==> src/rtl/stdout_uart.sv <==
// Byte capture from the brainfuck core, small FIFO, and 8N1 UART serialiser.
// Back-pressure via cpu_en keeps one slot free for a byte already in flight.
module stdout_uart #(
   parameter int unsigned CLKS_PER_BIT = 104,
   parameter int unsigned FIFO_DEPTH   = 16
) (
   input  logic       clk,
   input  logic       reset,
   input  logic [7:0] stdout,
   input  logic       stdout_en,
   output logic       cpu_en,
   output logic       tx,
   output logic       busy,
   output logic       overflow
);
   localparam int unsigned AW = $clog2(FIFO_DEPTH);
   localparam int unsigned CW = AW + 1;
   localparam int unsigned BW = $clog2(CLKS_PER_BIT);
   localparam logic [CW-1:0] FULL     = CW'(FIFO_DEPTH);
   localparam logic [CW-1:0] ALMOST   = CW'(FIFO_DEPTH - 1);
   localparam logic [BW-1:0] BAUD_TOP = BW'(CLKS_PER_BIT - 1);

   typedef enum logic [1:0] {IDLE, START, DATA, STOP} state_t;

   state_t        state, state_n;
   logic [7:0]    mem [FIFO_DEPTH];
   logic [AW-1:0] rd_ptr, wr_ptr;
   logic [CW-1:0] count;
   logic          en_q;
   logic [7:0]    shreg, shreg_n;
   logic [BW-1:0] baud_cnt, baud_n;
   logic [2:0]    bit_idx, bit_idx_n;
   logic          tx_n;
   logic          wr_ev, push, pop;

   // A held stdout_en level (core stalled) must yield exactly one byte.
   assign wr_ev  = stdout_en && !en_q;
   assign push   = wr_ev && (count < FULL);
   assign cpu_en = count < ALMOST;
   assign busy   = (state != IDLE) || (count != '0);

   always_comb begin
      state_n   = state;
      shreg_n   = shreg;
      baud_n    = baud_cnt;
      bit_idx_n = bit_idx;
      tx_n      = tx;
      pop       = 1'b0;
      case (state)
         IDLE: begin
            tx_n = 1'b1;
            if (count != '0) begin
               pop     = 1'b1;
               shreg_n = mem[rd_ptr];
               baud_n  = BAUD_TOP;
               tx_n    = 1'b0;
               state_n = START;
            end
         end
         START: begin
            if (baud_cnt == '0) begin
               tx_n      = shreg[0];
               bit_idx_n = '0;
               baud_n    = BAUD_TOP;
               state_n   = DATA;
            end else begin
               baud_n = baud_cnt - 1'b1;
            end
         end
         DATA: begin
            if (baud_cnt == '0) begin
               baud_n = BAUD_TOP;
               if (bit_idx == 3'd7) begin
                  tx_n    = 1'b1;
                  state_n = STOP;
               end else begin
                  shreg_n   = {1'b0, shreg[7:1]};
                  tx_n      = shreg[1];
                  bit_idx_n = bit_idx + 3'd1;
               end
            end else begin
               baud_n = baud_cnt - 1'b1;
            end
         end
         STOP: begin
            if (baud_cnt == '0) begin
               state_n = IDLE;
            end else begin
               baud_n = baud_cnt - 1'b1;
            end
         end
         default: state_n = IDLE;
      endcase
   end

   always_ff @(posedge clk) begin
      if (reset) begin
         state    <= IDLE;
         tx       <= 1'b1;
         en_q     <= 1'b0;
         overflow <= 1'b0;
         rd_ptr   <= '0;
         wr_ptr   <= '0;
         count    <= '0;
         shreg    <= '0;
         baud_cnt <= '0;
         bit_idx  <= '0;
      end else begin
         state    <= state_n;
         tx       <= tx_n;
         en_q     <= stdout_en;
         shreg    <= shreg_n;
         baud_cnt <= baud_n;
         bit_idx  <= bit_idx_n;
         // Full is judged on the pre-edge count, so a same-edge pop does not save the byte.
         if (wr_ev && (count == FULL)) overflow <= 1'b1;
         if (push) wr_ptr <= wr_ptr + 1'b1;
         if (pop)  rd_ptr <= rd_ptr + 1'b1;
         case ({push, pop})
            2'b10:   count <= count + 1'b1;
            2'b01:   count <= count - 1'b1;
            default: count <= count;
         endcase
      end
   end

   always_ff @(posedge clk) begin
      if (push && !reset) mem[wr_ptr] <= stdout;
   end
endmodule

==> config.mk <==
export PLATFORM = sky130hd
export DESIGN_NAME = stdout_uart
export DESIGN_NICKNAME = d
export VERILOG_FILES = /design/src/rtl/stdout_uart.sv
export SDC_FILE = /design/constraint.sdc
export NUM_CORES = 1
export LEC_CHECK = 0
export ABC_CLOCK_PERIOD_IN_PS = 2700
export BUFFER_PORTS_ARGS = -buffer_cell sky130_fd_sc_hd__buf_4
export CAP_MARGIN = 0
export CORE_AREA = 10 10 146 148
export CTS_CLUSTER_SIZE = 40
export DETAILED_ROUTE_END_ITERATION = 8
export DIE_AREA = 0 0 156 158
export PLACE_DENSITY = 0.53
export SYNTH_ARGS = -nofsm -noshare
export SYNTH_HDL_FRONTEND = slang
export SYNTH_SLANG_ARGS = --single-unit
export TNS_END_PERCENT = 1
==> constraint.sdc <==
create_clock -name clk -period 2.7 [get_ports clk]
set_input_delay 0.405 -clock clk [delete_from_list [all_inputs] [get_ports clk]]
set_output_delay 0.405 -clock clk [all_outputs]
set_load 0.05 [all_outputs]
After elaboration in Yosys (flattened, before gate mapping)
Memories as Yosys holds them, arrays and structs flattened. A register that Yosys moved wholly into a read port is not among the register bits.
Cells that the tools add are included.
Cells by class
  $add $sub $neg: 6
  magnitude comparators: 2
  equal/unequal tests: 14
  mux-type cells: 30
  reductions and logical operators: 21
Operators with widths (count)
  two-way mux 8 bit: 3
  two-way mux 7 bit: 3
  case mux 7 bit (3 select lines): 1
  case mux 8 bit (2 select lines): 1
  inequality test 2 bit, second input constant: 7
  two-way mux 2 bit: 5
  case mux 5 bit (2 select lines): 1
  two-way mux 3 bit: 3
  adder 4 x 1 -> 4 bit, second input constant: 2
  two-way mux 1 bit: 8
  two-way mux 4 bit: 2
  case mux 2 bit (4 select lines): 1
  AND reduction 4 bit: 2
  nonzero test 2 bit: 4
  zero test 7 bit: 1
  subtractor 7 x 1 -> 7 bit, second input constant: 1
  == test 2 bit, second input constant: 3
  case mux 3 bit (2 select lines): 1
  adder 5 x 1 -> 5 bit, second input constant: 1
  == test 5 bit, second input constant: 1
  less-than comparator 5 x 4 -> 1 bit, second input constant: 1
  less-than comparator 5 bit, second input constant: 1
  AND reduction 5 bit: 1
  nonzero test 5 bit: 1
  other kinds (13): 18
Word-level totals
  register bits: 36
  RAM bits: 128
  bits of input ports: 11
  output and inout bits: 4
  logic and storage cells: 84
  memories: 1
Memory list
  mem: depth 16, bits a word 8, read ports 1, clocked after Yosys merged registers in 1, wr ports 1, line 26  | logic [7:0] mem [FIFO_DEPTH];

Longest topological paths before layout
Gate-level depths: netlist (run 1).
  word-level depth: 6
  gate-level depth with buffers: 15
  gate-level depth less buffers: 11

Worst setup path before layout (run 1)
OpenSTA, ideal clock, no wires.
  kind: register to register
  start point: reg count[1]
  end point: reg count[2]
  library setup time: 0.071 ns
  arrival: 2.726 ns
  data required time: 2.629 ns
  slack: -0.096 ns
  cell stages (with the launch flop): 13
  cells stage by stage: dfxtp_1 -> buf_6 -> or4_4 -> o21a_1 -> buf_2 -> ha_1 -> clkbuf_1 -> xor2_1 -> ha_1 -> a31oi_1 -> xor2_1 -> or3_1 -> a21oi_1
On the way
  word-level cells in the longest chain between the ends: 5
Ends and longest elaborated chain
  start, declared: line 28  | logic [CW-1:0] count;
  start signal, assigned: line 120  | 2'b10: count <= count + 1'b1;
  start signal, assigned: line 121  | 2'b01: count <= count - 1'b1;
  start signal, assigned: line 122  | default: count <= count;
  nonzero test 5 bit (*): line 52  | if (count != '0) begin
  two-way mux 1 bit (*): line 52
  two-way mux 1 bit (*): line 49  | case (state)
  net pop: line 34  | logic wr_ev, push, pop;
  == test 2 x 1 -> 1 bit or == test 2 bit (tied branches): line 119  | case ({push, pop})
  case mux 5 bit (2 select lines) or nonzero test 2 bit (tied branches)
Mark *: on every way through the listed nets, which the timed path passes. The rest lies on a longest branch.
A chain may end at the register's enable or synchronous reset.

Worst setup path after layout (run 1)
  start point: reg count[0]
  end point: out busy
On the way
  word-level cells in the longest chain between the ends: 2
Ends and longest elaborated chain
  nonzero test 5 bit: line 40  | assign busy = (state != IDLE) || (count != '0);
  logical OR 1 bit: line 40
  end, declared: line 13  | output logic busy,
Every way passes these cells.

==> results.md, run 1 <==
* Peak supply drop at 0.514 mV
* Vias per inst at 5.60
* Min Tclk post-route at between 2 and 3 ns
* Cell area power density at 999 nW/µm²
* Synth async-reset ratio at 0
* Setup violators final at 0
* Top-area cell type share of the netlist area at 0.529
* Die ar. at 24600 µm²
* Commonest non-fill, non-tap cell in the layout: edfxtp_1
* Post-Syn Instances at 505
* Pin count of the biggest net entering global routing at 42
* Crit-path slowest cell: or4_4
* Post-cts resize count at 0
* Worst r2r src: count[0]
* HPWL after DPL at 10500 µm
* Post-synth EDFFs at 128
* #FFs+latches synth at 168
* Achievable frequency at around 400 MHz
* Worst Setup Path Type: reg -> out
* Post-CTS Setup Inserts at 0
* Post-DRT Antenna Nets at 0
* Yosys cell types at between 60 and 70
* Hold crit path type: in -> reg
* Vias in the first global route at 4295
* Status: completed
* Cells on worst reg2reg path at 9
* CTS Buf Count at 17
* Sequential area share after synthesis at 0.639
* Port Buffers at 14
* CTS tree: yes
* Starting Density at 0.394
* Top Ports at 15
* Cts hold-fix bufs at 0
* Max_cap viols at 0
* Cell taking the most area after synthesis: edfxtp_1
* First-pass GRT wire length at about 25000 µm
* Overflow after GRT at 0
* # rows at 50
* DR vias at 4399
* Routability Congestion at 0.853
* H-tree levels at 4
* Post-Synthesis Cell Area at between 7000 and 8000 µm²
* Worst-Margin Slew at 0.566 ns
* Final Hold Viols at 0
* Pre-antenna DRT Iters at 5
* Avg WL per Cell at 20.3 µm
* Final WL at 15900 µm
* Clk sinks at approximately 170
* Crit path top cell by count: buf_4
* Proportion of layout cells with a drive suffix above 1 at 0.210
* Worst Hold Depth at 2
* WP data required at 2.30 ns
* Leak Pwr at 0.00285 µW
* Worst Skew at 0.00789 ns
* CTS clk-pin slew, worst paths at 0.07 ns
* Final core occ at 0.453
* Final TNS setup at 0 ns
* Hold Path End: en_q
* Synthesized area per cell at 14.4 µm²
* Crit-path max FO at 6
* Die height at about 160 µm
* RR Endpoint: count[4]
* Root Buffer: clkbuf_16
* Yosys warns at 0
* Slew margin rel. at 0.623
* Flop-to-flop setup slack at 0.21 ns
* Worst skew pair latency at 0.42 ns
* Core ar. at 18500 µm²
* Crit. End Element: primary output
* Max Slew Vio Count at 0
* Critical Path AT at 2.10 ns
* Die width at 156 µm
* Global Route Usage Sum at 0.133
* Element type at the critical path start: flip-flop
* Antenna violations before repair at 0
* Top post-synthesis cells by area: edfxtp_1 53%, dfxtp_1 11%, mux4_2 5.9%
* Maximum clock insertion buffer count at 2
* Largest stage delay on the critical path at 0.56 ns
* Initial DRC Count at 303
* Fin nets at 565
* Ant diodes at 0
* Min-delay src: stdout_en
* Period Utilization, post-route at 0.928
* DRC Markers at 0
* Synth Flop Type: edfxtp_1
* RSZ-0062 raised after global routing: false
* P&R area growth vs syn at 15.2%
* Critical Path, Cell by Cell: or4_4 -> buf_4 -> nor2_8 -> nand2_1 -> buf_4
* Most frequent cells in the layout: 128 x edfxtp_1, 47 x nor2_1, 46 x buf_4
* Syn nets at 531
[metal layers]
layer / wire length [µm] / global-route usage / part of all wire
met5: 0 / 0 / 0
met4: 218 / 0.0373 / 0.014
met3: 677 / 0.0342 / 0.042
met2: 7650 / 0.213 / 0.48
met1: 7400 / 0.175 / 0.46
[worst max-delay path by stage]
stage,from,to,slack (ns),cells past startpoint
6_report,count[0],busy,0.20,5
3_5_place_dp,count[0],count[2],0.24,9
3_3_place_gp,count[0],count[2],0.29,9
2_1_floorplan,count[2],count[2],0.003,12
4_1_cts,count[0],busy,0.18,5
5_1_grt,count[0],count[4],0.09,9
[registers in the layout, summed over array words and instances (netlist names), named ones only]
| name | count |
|---|---|
| mem | 128 |
| shreg | 8 |
| baud_cnt | 7 |
| count | 5 |
| rd_ptr | 4 |
| wr_ptr | 4 |
| bit_idx | 3 |
| state | 2 |
| en_q | 1 |
| overflow | 1 |
| tx | 1 |
[synth_stat cells, types with 2 or more instances]
cell / number
edfxtp_1: 128
nor2_1: 47
dfxtp_1: 40
nand2_1: 23
a21oi_1: 21
mux4_2: 19
ha_1: 15
o21ai_0: 15
nor2b_1: 14
clkbuf_1: 13
inv_1: 13
buf_2: 11
nand3_1: 11
nor3_1: 9
a22oi_1: 8
xor2_1: 8
a221oi_1: 7
mux2_2: 7
mux4_1: 7
o31ai_1: 7
a2111oi_0: 6
mux2i_1: 6
a31oi_1: 4
buf_6: 4
nand2b_1: 4
o22ai_1: 4
and2_1: 3
buf_1: 3
nand4_1: 3
o21a_1: 3
xnor2_1: 3
a211oi_1: 2
a21o_1: 2
a32oi_1: 2
a41o_1: 2
nor4b_1: 2
o31a_1: 2
or2_2: 2
[layout make-up]
cell class                      instances  area, µm²
Clock buffer                           19        433
Tap cell                              234        293
Multi-Input combinational cell        291       2390
Fill cell                            1602      10100
Clock inverter                         13        184
Timing Repair Buffer                   47        365
Inverter                               14       52.6
Sequential cell                       168       4650
[worst max-delay path: cells and delay by family (launching register included)]
| family | cells | cell delay [ns] |
|---|---|---|
| simple gates | 3 | 0.87 |
| flops | 1 | 0.38 |
| buf+inv | 2 | 0.43 |
[cells by family (layout without fill, tap and decap cells)]
logic type,Yosys count,after routing,synth area share
DFF,168,168,0.639
AOI/OAI and AO/OA,98,98,0.0992
buffers and inverters,46,93,0.0314
adders and majority gates,15,15,0.0258
and+or+nand+nor,128,128,0.0875
xor gates and xnor gates,11,11,0.0133
muxes,39,39,0.103
[power breakdown]
| group | internal [µW] | switching, µW | total, µW |
|---|---|---|---|
| combinational | 1160 | 1470 | 2630 |
| clock | 1490 | 1060 | 2550 |
| sequential | 2950 | 224 | 3180 |
| total | 5600 | 2760 | 8360 |
[per-stage QoR]
stage | setup slack [ns] | total power, µW | hold slack, ns | instances | instance area, µm²
2_1_floorplan | 0.00343 | 5200 | 0.441 | 505 | 7280
3_3_place_gp | 0.290 | 5800 | 0.454 | 754 | 7750
3_5_place_dp | 0.239 | 5860 | 0.461 | 754 | 7750
4_1_cts | 0.185 | 8420 | 0.190 | 786 | 8370
5_1_grt | 0.0858 | 8790 | 0.219 | 786 | 8370
6_report | 0.196 | 8360 | 0.203 | 786 | 8370
No activity file was read; power rests on OpenSTA's default activity.
==> run 2, diff against run 1 <==
Settings changed: CORE_AREA 10 10 146 148 to 2 2 138 140, DIE_AREA 0 0 156 158 to 0 0 140 142.
==> results.md, run 2 (synthesis gave the netlist of run 1 again) <==
* Pre-antenna DRT Iters at 4 (was 5)
* Worst Setup Path Type: reg -> out (unchanged)
* Global Route Usage Sum at 0.166 (was 0.133)
* Leak Pwr at 0.00287 µW (was 0.00285 µW)
* Crit-path slowest cell: or4_4 (unchanged)
* Net switching power at 2850 µW (was 2760 µW)
* Commonest non-fill, non-tap cell in the layout: edfxtp_1 (unchanged)
* Slew margin rel. at 0.630 (was 0.623)
* Critical Path, Cell by Cell: or4_4 -> buf_4 -> nor2_8 -> nand2_1 -> buf_4 (unchanged)
* # rows at 50 (unchanged)
* Min-delay src: stdout_en (unchanged)
* Status: completed (unchanged)
* Die height at 142 µm (was 158 µm)
* Largest registers: mem x128, shreg x8, baud_cnt x7 (unchanged)
* DR vias at 4337 (was 4399)
* Internal Power at 5470 µW (was 5600 µW)
* HPWL after DPL at 9900 µm (was 10500 µm)
* Clk sinks at 168 (unchanged)
* Achievable frequency at 402 MHz (was 399 MHz)
* Crit. End Element: primary output (unchanged)
* CTS Buf Count at 17 (unchanged)
* Die ar. at 19900 µm² (was 24600 µm²)
* CTS tree: yes (unchanged)
* Root Buffer: clkbuf_16 (unchanged)
* Cell area power density at 991 nW/µm² (was 999 nW/µm²)
* Worst skew pair latency at 0.44 ns (was 0.42 ns)
* Final WL at 15500 µm (was 15900 µm)
* Hold crit path type: in -> reg (unchanged)
* Largest register FFs at 128 (unchanged)
* Final Hold Viols at 0 (unchanged)
* Worst-Margin Slew at 0.540 ns (was 0.566 ns)
* Crit path from: count[0] (unchanged)
* Total power at 8320 µW (was 8360 µW)
* CTS clk-pin slew, worst paths at 0.07 ns (about the same)
* Critical Path AT at 2.08 ns (was 2.10 ns)
* Element type at the critical path start: flip-flop (unchanged)
* Most frequent cells in the layout: 128 x edfxtp_1, 48 x buf_4, 47 x nor2_1 (was 128 x edfxtp_1, 47 x nor2_1, 46 x buf_4)
* Worst Skew at 0.0119 ns (was 0.00789 ns)
* RSZ-0062 raised after global routing: false (unchanged)
* Top Ports at 15 (unchanged)
* Period Utilization, post-route at 0.922 (was 0.928)
* DRC Markers at 0 (unchanged)
* Crit path buffers/inverters at 2 (unchanged)
* Setup violators final at 0 (unchanged)
* Ant diodes at 0 (unchanged)
* Initial DRC Count at 324 (was 303)
* Die width at 140 µm (was 156 µm)
* Peak supply drop at 0.480 mV (was 0.514 mV)
* Vias per inst at 5.50 (was 5.60)
* Combinational fraction of design power at 0.318 (was 0.315)
* Max_cap viols at 0 (unchanged)
* Sw Ratio at 0.343 (was 0.330)
* Avg WL per Cell at 19.7 µm (was 20.3 µm)
* H-tree levels at 4 (unchanged)
* WP data required at 2.30 ns (about the same)
* Proportion of layout cells with a drive suffix above 1 at 0.217 (was 0.210)
* P&R area growth vs syn at 15.5% (was 15.2%)
* Crit path top cell by count: buf_4 (unchanged)
* Port Buffers at 14 (unchanged)
* Vias in the first global route at 4326 (was 4295)
* Antenna violations before repair at 0 (unchanged)
* Fin nets at 567 (was 565)
* Routability Congestion at 0.760 (was 0.853)
* First-pass GRT wire length at 24600 µm (was 25400 µm)
* Crit-path max FO at 6 (unchanged)
* Worst path top cell family by delay: simple AND/OR/NAND/NOR gates (unchanged)
* Min Tclk post-route at 2.49 ns (was 2.50 ns)
* Biggest register: mem (unchanged)
* Max Slew Vio Count at 0 (unchanged)
* Post-CTS Setup Inserts at 0 (unchanged)
* Worst r2r src: count[0] (unchanged)
* Final TNS setup at 0 ns (unchanged)
* Flop pwr share at 0.379 (was 0.380)
* Cts hold-fix bufs at 0 (unchanged)
* Clock Power Share at 0.303 (was 0.305)
* Largest stage delay on the critical path at 0.56 ns (about the same)
* Starting Density at 0.394 (unchanged)
* Core ar. at 18500 µm² (unchanged)
* Overflow after GRT at 0 (unchanged)
* Maximum clock insertion buffer count at 2 (unchanged)
* Post-cts resize count at 0 (unchanged)
* Post-DRT Antenna Nets at 0 (unchanged)
* Pin count of the biggest net entering global routing at 42 (unchanged)
## run 2: cell count changes in the layout (fill, tap and decap cells not counted), sizes merged
cell	before	now
clkbuf	19	17
bufinv	3	1
buf	47	49
clkinvlp	3	1
inv	20	21
clkinv	1	6
## run 2: final timing paths
check	end	slack, ns	depth (start not counted)
worst max-delay path	busy	0.21	5
worst min-delay path	en_q	0.21	2
worst max register to register	count[4]	0.23	9
worst min register to register	shreg[4]	0.47	2
## run 2: stage by stage
stage          instance area [µm²]  utilization  hold WS (ns)  setup slack, ns  instances
3_3_place_gp                  7760        0.421         0.453            0.306        756
4_1_cts                       8390        0.455         0.185            0.188        788
3_5_place_dp                  7760        0.421         0.458            0.259        756
5_1_grt                       8390        0.455         0.196            0.101        788
6_report                      8390        0.455         0.207            0.212        788
2_1_floorplan                 7280            -         0.441          0.00343        505
## run 2: worst reg2reg max path, stage by stage, from the launching register on
cell,delay [ns]
dfxtp_1,0.37
or4_4,0.56
o21a_1,0.22
ha_1,0.21
xor2_1,0.15
ha_2,0.20
a22oi_1,0.19
o31a_1,0.19
mux2i_1,0.19
nand3_1,0.08
## run 2: layer usage
| layer | global-route usage | vias to the layer above | wire, µm |
|---|---|---|---|
| met5 | 0 | - | 0 |
| met4 | 0.0696 | 0 | 422 |
| met3 | 0.0407 | 23 | 579 |
| met2 | 0.261 | 114 | 7240 |
| met1 | 0.222 | 2168 | 7250 |
| li1 | - | 2032 | - |
## run 2: cell type report
type | instances | area, µm²
tap | 234 | 293
multi-input combinational | 291 | 2390
clock inverter | 15 | 199
clock buffer | 17 | 425
sequential | 168 | 4650
timing repair buffer | 49 | 380
inverter | 14 | 52.6
fill | 1598 | 10100
## run 2: power groups by stage
stage	Clock, µW	Sequential, µW	Combinational, µW
6_report	2520	3150	2640
5_1_grt	2700	3180	2900
3_3_place_gp	0	3200	2600
3_5_place_dp	0	3210	2640
4_1_cts	2580	3160	2650
2_1_floorplan	0	3130	2060
